## config.mk

```make
export PLATFORM = sky130hd
export DESIGN_NAME = seg_scan_decoder
export DESIGN_NICKNAME = d
export VERILOG_FILES = /design/src/rtl/seg_codec_pkg.sv /design/src/rtl/seg_pattern_decode.sv /design/src/rtl/seg_scan_decoder.sv
export SDC_FILE = /design/constraint.sdc
export NUM_CORES = 1
export LEC_CHECK = 0
export ABC_CLOCK_PERIOD_IN_PS = 6100
export CAP_MARGIN = 20
export CELL_PAD_IN_SITES_DETAIL_PLACEMENT = 1
export CELL_PAD_IN_SITES_GLOBAL_PLACEMENT = 2
export CORE_UTILIZATION = 37
export DETAILED_ROUTE_END_ITERATION = 10
export DONT_BUFFER_PORTS = 1
export HOLD_SLACK_MARGIN = 0.1
export PLACE_DENSITY = 0.68
export SLEW_MARGIN = 20
export SYNTH_ARGS = -nofsm -noshare
export SYNTH_HDL_FRONTEND = slang
export SYNTH_SLANG_ARGS = --single-unit
```

## constraint.sdc

```tcl
create_clock -name clk -period 6.1 [get_ports clk]
set_input_delay 0.915 -clock clk [delete_from_list [all_inputs] [get_ports clk]]
set_output_delay 0.915 -clock clk [all_outputs]
set_load 0.02 [all_outputs]
```

## src/rtl/seg_codec_pkg.sv

```systemverilog
// Shared 7-segment codec constants: segment patterns, digit selects and frame states.
package seg_codec_pkg;

  localparam int unsigned DIGITS = 4;
  localparam int unsigned SEG_W  = 8;
  localparam int unsigned NIB_W  = 4;
  localparam int unsigned WORD_W = DIGITS * NIB_W;

  localparam logic [SEG_W-1:0] SEG_0 = 8'h3F;
  localparam logic [SEG_W-1:0] SEG_1 = 8'h06;
  localparam logic [SEG_W-1:0] SEG_2 = 8'h5B;
  localparam logic [SEG_W-1:0] SEG_3 = 8'h4F;
  localparam logic [SEG_W-1:0] SEG_4 = 8'h66;
  localparam logic [SEG_W-1:0] SEG_5 = 8'h6D;
  localparam logic [SEG_W-1:0] SEG_6 = 8'h7D;
  localparam logic [SEG_W-1:0] SEG_7 = 8'h07;
  localparam logic [SEG_W-1:0] SEG_8 = 8'h7F;
  localparam logic [SEG_W-1:0] SEG_9 = 8'h6F;
  localparam logic [SEG_W-1:0] SEG_A = 8'h77;
  localparam logic [SEG_W-1:0] SEG_B = 8'h7C;
  localparam logic [SEG_W-1:0] SEG_C = 8'h39;
  localparam logic [SEG_W-1:0] SEG_D = 8'h5E;
  localparam logic [SEG_W-1:0] SEG_E = 8'h79;
  localparam logic [SEG_W-1:0] SEG_F = 8'h40;  // dash doubles as F

  localparam logic [DIGITS-1:0] CS_DIG0 = 4'b0001;
  localparam logic [DIGITS-1:0] CS_DIG1 = 4'b0010;
  localparam logic [DIGITS-1:0] CS_DIG2 = 4'b0100;
  localparam logic [DIGITS-1:0] CS_DIG3 = 4'b1000;

  typedef enum logic {
    HUNT     = 1'b0,
    ASSEMBLE = 1'b1
  } frame_state_t;

endpackage

```

## src/rtl/seg_pattern_decode.sv

```systemverilog
// Exact-match decode of a 7-segment pattern back to its hex nibble.
module seg_pattern_decode
  import seg_codec_pkg::*;
(
  input  logic [SEG_W-1:0] pattern,
  output logic [NIB_W-1:0] nibble,
  output logic             hit
);

  always_comb begin
    nibble = 4'h0;
    hit    = 1'b1;
    case (pattern)
      SEG_0:   nibble = 4'h0;
      SEG_1:   nibble = 4'h1;
      SEG_2:   nibble = 4'h2;
      SEG_3:   nibble = 4'h3;
      SEG_4:   nibble = 4'h4;
      SEG_5:   nibble = 4'h5;
      SEG_6:   nibble = 4'h6;
      SEG_7:   nibble = 4'h7;
      SEG_8:   nibble = 4'h8;
      SEG_9:   nibble = 4'h9;
      SEG_A:   nibble = 4'hA;
      SEG_B:   nibble = 4'hB;
      SEG_C:   nibble = 4'hC;
      SEG_D:   nibble = 4'hD;
      SEG_E:   nibble = 4'hE;
      SEG_F:   nibble = 4'hF;
      default: hit    = 1'b0;
    endcase
  end

endmodule

```

## src/rtl/seg_scan_decoder.sv

```systemverilog
// Passive 4-digit 7-segment scan receiver: reassembles and reports displayed 16-bit frames.
// Optional STABLE_FILTER_EN: publish a frame only when it repeats the previous complete frame.
module seg_scan_decoder
  import seg_codec_pkg::*;
#(
  parameter int unsigned SETTLE_CYCLES = 16
) (
  input  logic              clk,
  input  logic              rst,
  input  logic [DIGITS-1:0] seg_cs,
  input  logic [SEG_W-1:0]  seg_data,
  output logic [WORD_W-1:0] data_out,
  output logic              data_valid,
  output logic              frame_err
);

  localparam int unsigned CNT_W = $clog2(SETTLE_CYCLES + 1);
  localparam logic [CNT_W-1:0] CNT_MAX  = CNT_W'(SETTLE_CYCLES);
  localparam logic [CNT_W-1:0] CNT_LAST = CNT_W'(SETTLE_CYCLES - 1);

  logic [DIGITS-1:0] cs_m, cs_s, cs_prev;
  logic [SEG_W-1:0]  sd_m, sd_s;
  logic [CNT_W-1:0]  cnt;
  logic              sample;
  logic [NIB_W-1:0]  nib;
  logic              hit;
  logic              digit_ok;
  logic [11:0]       part;
  logic [1:0]        idx;
  logic [WORD_W-1:0] frame_word;
  frame_state_t      state;

  // Two-flop synchronisers for the asynchronous scan bus
  always_ff @(posedge clk or posedge rst) begin
    if (rst) begin
      cs_m <= '0;
      cs_s <= '0;
      sd_m <= '0;
      sd_s <= '0;
    end else begin
      cs_m <= seg_cs;
      cs_s <= cs_m;
      sd_m <= seg_data;
      sd_s <= sd_m;
    end
  end

  // Settle counter: restarts on every select change, saturates at SETTLE_CYCLES
  always_ff @(posedge clk or posedge rst) begin
    if (rst) begin
      cs_prev <= '0;
      cnt     <= '0;
    end else begin
      cs_prev <= cs_s;
      if (cs_s != cs_prev)
        cnt <= '0;
      else if (cnt != CNT_MAX)
        cnt <= cnt + CNT_W'(1);
    end
  end

  assign sample     = (cs_s == cs_prev) && (cnt == CNT_LAST);
  assign digit_ok   = (cs_s == DIGITS'(CS_DIG0 << idx));
  assign frame_word = {nib, part};

  seg_pattern_decode u_decode (
    .pattern (sd_s),
    .nibble  (nib),
    .hit     (hit)
  );

`ifdef STABLE_FILTER_EN
  logic [WORD_W-1:0] hist;
  logic              hist_vld;
`endif

  // Frame assembly state machine with registered outputs
  always_ff @(posedge clk or posedge rst) begin
    if (rst) begin
      state      <= HUNT;
      idx        <= 2'd0;
      part       <= '0;
      data_out   <= '0;
      data_valid <= 1'b0;
      frame_err  <= 1'b0;
`ifdef STABLE_FILTER_EN
      hist       <= '0;
      hist_vld   <= 1'b0;
`endif
    end else begin
      data_valid <= 1'b0;
      frame_err  <= 1'b0;
      if (sample) begin
        case (state)
          HUNT: begin
            if (cs_s == CS_DIG0) begin
              if (hit) begin
                part[3:0] <= nib;
                idx       <= 2'd1;
                state     <= ASSEMBLE;
              end else begin
                frame_err <= 1'b1;
`ifdef STABLE_FILTER_EN
                hist_vld  <= 1'b0;
`endif
              end
            end
          end
          ASSEMBLE: begin
            if (hit && digit_ok) begin
              case (idx)
                2'd1:    part[7:4]  <= nib;
                2'd2:    part[11:8] <= nib;
                default: ;
              endcase
              if (idx == 2'd3) begin
                idx   <= 2'd0;
                state <= HUNT;
`ifdef STABLE_FILTER_EN
                if (hist_vld && (frame_word == hist)) begin
                  data_out   <= frame_word;
                  data_valid <= 1'b1;
                end
                hist     <= frame_word;
                hist_vld <= 1'b1;
`else
                data_out   <= frame_word;
                data_valid <= 1'b1;
`endif
              end else begin
                idx <= idx + 2'd1;
              end
            end else if (hit && (cs_s == CS_DIG0)) begin
              // Resync: a fresh digit0 restarts the frame in place
              frame_err <= 1'b1;
              part[3:0] <= nib;
              idx       <= 2'd1;
`ifdef STABLE_FILTER_EN
              hist_vld  <= 1'b0;
`endif
            end else begin
              frame_err <= 1'b1;
              idx       <= 2'd0;
              state     <= HUNT;
`ifdef STABLE_FILTER_EN
              hist_vld  <= 1'b0;
`endif
            end
          end
          default: state <= HUNT;
        endcase
      end
    end
  end

endmodule

```

==> flow_summary.yaml <==
placement:
  portBuffers: 0
  place_ws_ps: 3110
  dp_cells: 309
  routabilityCongestion: 0.916
  post_dp_cell_area_mm2: 0.00294
  dpl.hpwl_um: 3770
critical_path:
  cp_max_fo: 16
  endpoint_kind: "register"
  cp.required_ps: 6320
  path_class: "register to register"
  cp_data_arrival_time_ps: 3180
  start_kind: "register"
finish:
  antenna-diode-count: 0
  final_area_mm2: 0.00321
  final_common_cell: "dfrtp_1"
  final_cell_mix: "66 x dfrtp_1, 18 x mux2_2"
  final_cells: 325
  utilization_pct: 43.5
  syn2layout_area_growth_pct: 11.6
  fin_nets: 242
  drive_gt1_share_pct: 23.5
logic_synthesis:
  ys_types: 50
  syn_area_mm2: 0.00287
  async_flop_share_pct: 100
  synth_fp_nets: 239
  yosys_warnings: 0
  synth-seq-cells: 66
  syn_avg_cell_area_um2: 13.2
  synth_ff_type: "dfrtp_1"
  seq_area_frac_synth_pct: 57.5
  synth_enable_flop_cells: 0
  synthCells: 218
global_routing:
  grt_pass1_wl_um: 9250
  grt_max_degree: 67
  track_usage_pct: 15.1
  gr-total-overflow: 0
  antenna_found_initial: 0
  grt_pass1_vias: 1786
timing:
  fin_crit_ps: 2970
  whs_ps: 349
  drv_slew: 0
  fin_crit_sh_pct: 48.7
  final-hold-violation-count: 0
  fin_worst_skew_ps: 10.3
  max_slew_margin_pct: 33.7
  rsz0062_at_grt: "false"
  final-setup-viol-count: 0
  setup_ws_ps: 3130
  finalSetupTns_ps: 0
  tightest_slew_ps: 993
  timing.fmax_mhz: 337
clock_network:
  cts_buffer_depth: 2
  hold_buffers: 0
  clock_latency_ps: 340
  cts_tree: "done"
  root_buffer: "clkbuf_8"
  htree_levels: 3
  postCtsSetupBuffers: 0
  cts.sinks: 66
  cts_buffers: 9
  cts.clk_slew.worst_paths_ps: 70
  ctsResizeCount: 0
power_and_ir_drop:
  power_density_mw_per_mm2: 303
  finalPower_uw: 971
  p_leak_nw: 1.45
  peakVddDrop_mv: 0.134
detailed_routing:
  drc: 0
  drtAntennaViolNets: 0
  dr.pass1.iters: 4
  drtIter0Drc: 74
  wl_per_cell_um: 16.4
  wirelength_um: 5350
  via_count: 1693
  via_per_inst: 5.21
floorplan:
  fp.dieW_um: 90.1
  dieArea_mm2: 0.00812
  num_rows: 31
  die_h_um: 90.1
  core_area_mm2: 0.00737
  ios: 32
  start_util_pct: 39.0
outcome:
  outcome: "complete, no violations"
flow_run:
  cap_violations: 0
hold_path:
  hold_path.class: "register to register"
## power by group
group	internal (mW)	switching (mW)	leakage (nW)
registers	0.447	0.0129	0.857
clock network	0.324	0.159	0.134
logic	0.0103	0.0184	0.459
total	0.781	0.190	1.45
## critical path, stage by stage (launching register included)
cell     delay [ps]
dfrtp_1         410
inv_1           110
ha_1            250
xor2_1          200
nor4_4          440
nand3_1         180
nor3b_4         830
mux2_2          410
## cell families (layout without fill, tap and decap cells)
kind of cell	after synthesis	after routing	share of synthesized area [%]
buffers and inverters	19	27	3.53
AOI/OAI and AO/OA	25	25	6.32
adders and majority gates	7	7	3.05
DFF	66	66	57.5
xor gates and xnor gates	12	12	3.66
muxes	29	29	12.6
and+or+nand+nor	60	60	13.3
## Yosys cell counts, types with 2 or more instances
cell type / instances / area [um2]
ha_1: 7 / 87.6
buf_6: 3 / 33.8
xor2_1: 5 / 43.8
mux2_4: 10 / 150
nand3_1: 8 / 40.0
nor4b_1: 2 / 17.5
nor2_1: 10 / 37.5
a41o_1: 2 / 20.0
a21oi_1: 6 / 30.0
nand2_1: 10 / 37.5
o211ai_1: 2 / 15.0
dfrtp_1: 66 / 1650
inv_1: 10 / 37.5
buf_2: 6 / 30.0
nand4_1: 5 / 31.3
nor4_1: 2 / 12.5
nor3_1: 3 / 15.0
a31oi_1: 2 / 12.5
xnor2_1: 7 / 61.3
and3_1: 3 / 18.8
and4_1: 3 / 26.3
mux2_2: 18 / 203
## routing by layer
| metal | GRT usage [%] | wire length (um) |
|---|---|---|
| met1 | 19.7 | 2420 |
| met3 | 3.89 | 240 |
| met5 | 0 | 0 |
| met4 | 8.87 | 111 |
| met2 | 22.6 | 2570 |
## path summary, 6_finish.rpt
check                      startpoint            to  slack (ps)  cells past startpoint
setup reg to reg               idx[0]  data_out[13]        3130                      7
hold reg to reg               cs_m[3]       cs_s[3]         350                      0
max in group asynchronous         rst  data_out[13]        4870                      2
hold / removal                cs_m[3]       cs_s[3]         350                      0
min in group asynchronous         rst       cs_m[3]         700                      2
setup / recovery               idx[0]  data_out[13]        3130                      7
## state kept, by name (all words and copies together), names as in the netlist
register and cells:
data_valid 1, sd_s 8, idx 2, frame_err 1, state 1, sd_m 8, cs_prev 4, data_out 16
cnt 5, cs_m 4, part 12, cs_s 4
## layout make-up
class / count / area, um2
fillers: 786 / 4160
flip-flops and latches: 66 / 1650
multi-input cells: 133 / 1120
clock buffers: 11 / 141
clock inverters: 5 / 125
well taps: 99 / 124
inverters: 10 / 37.5
repair buffers: 1 / 7.51
Note: power is estimated with default switching activity, not from simulation.
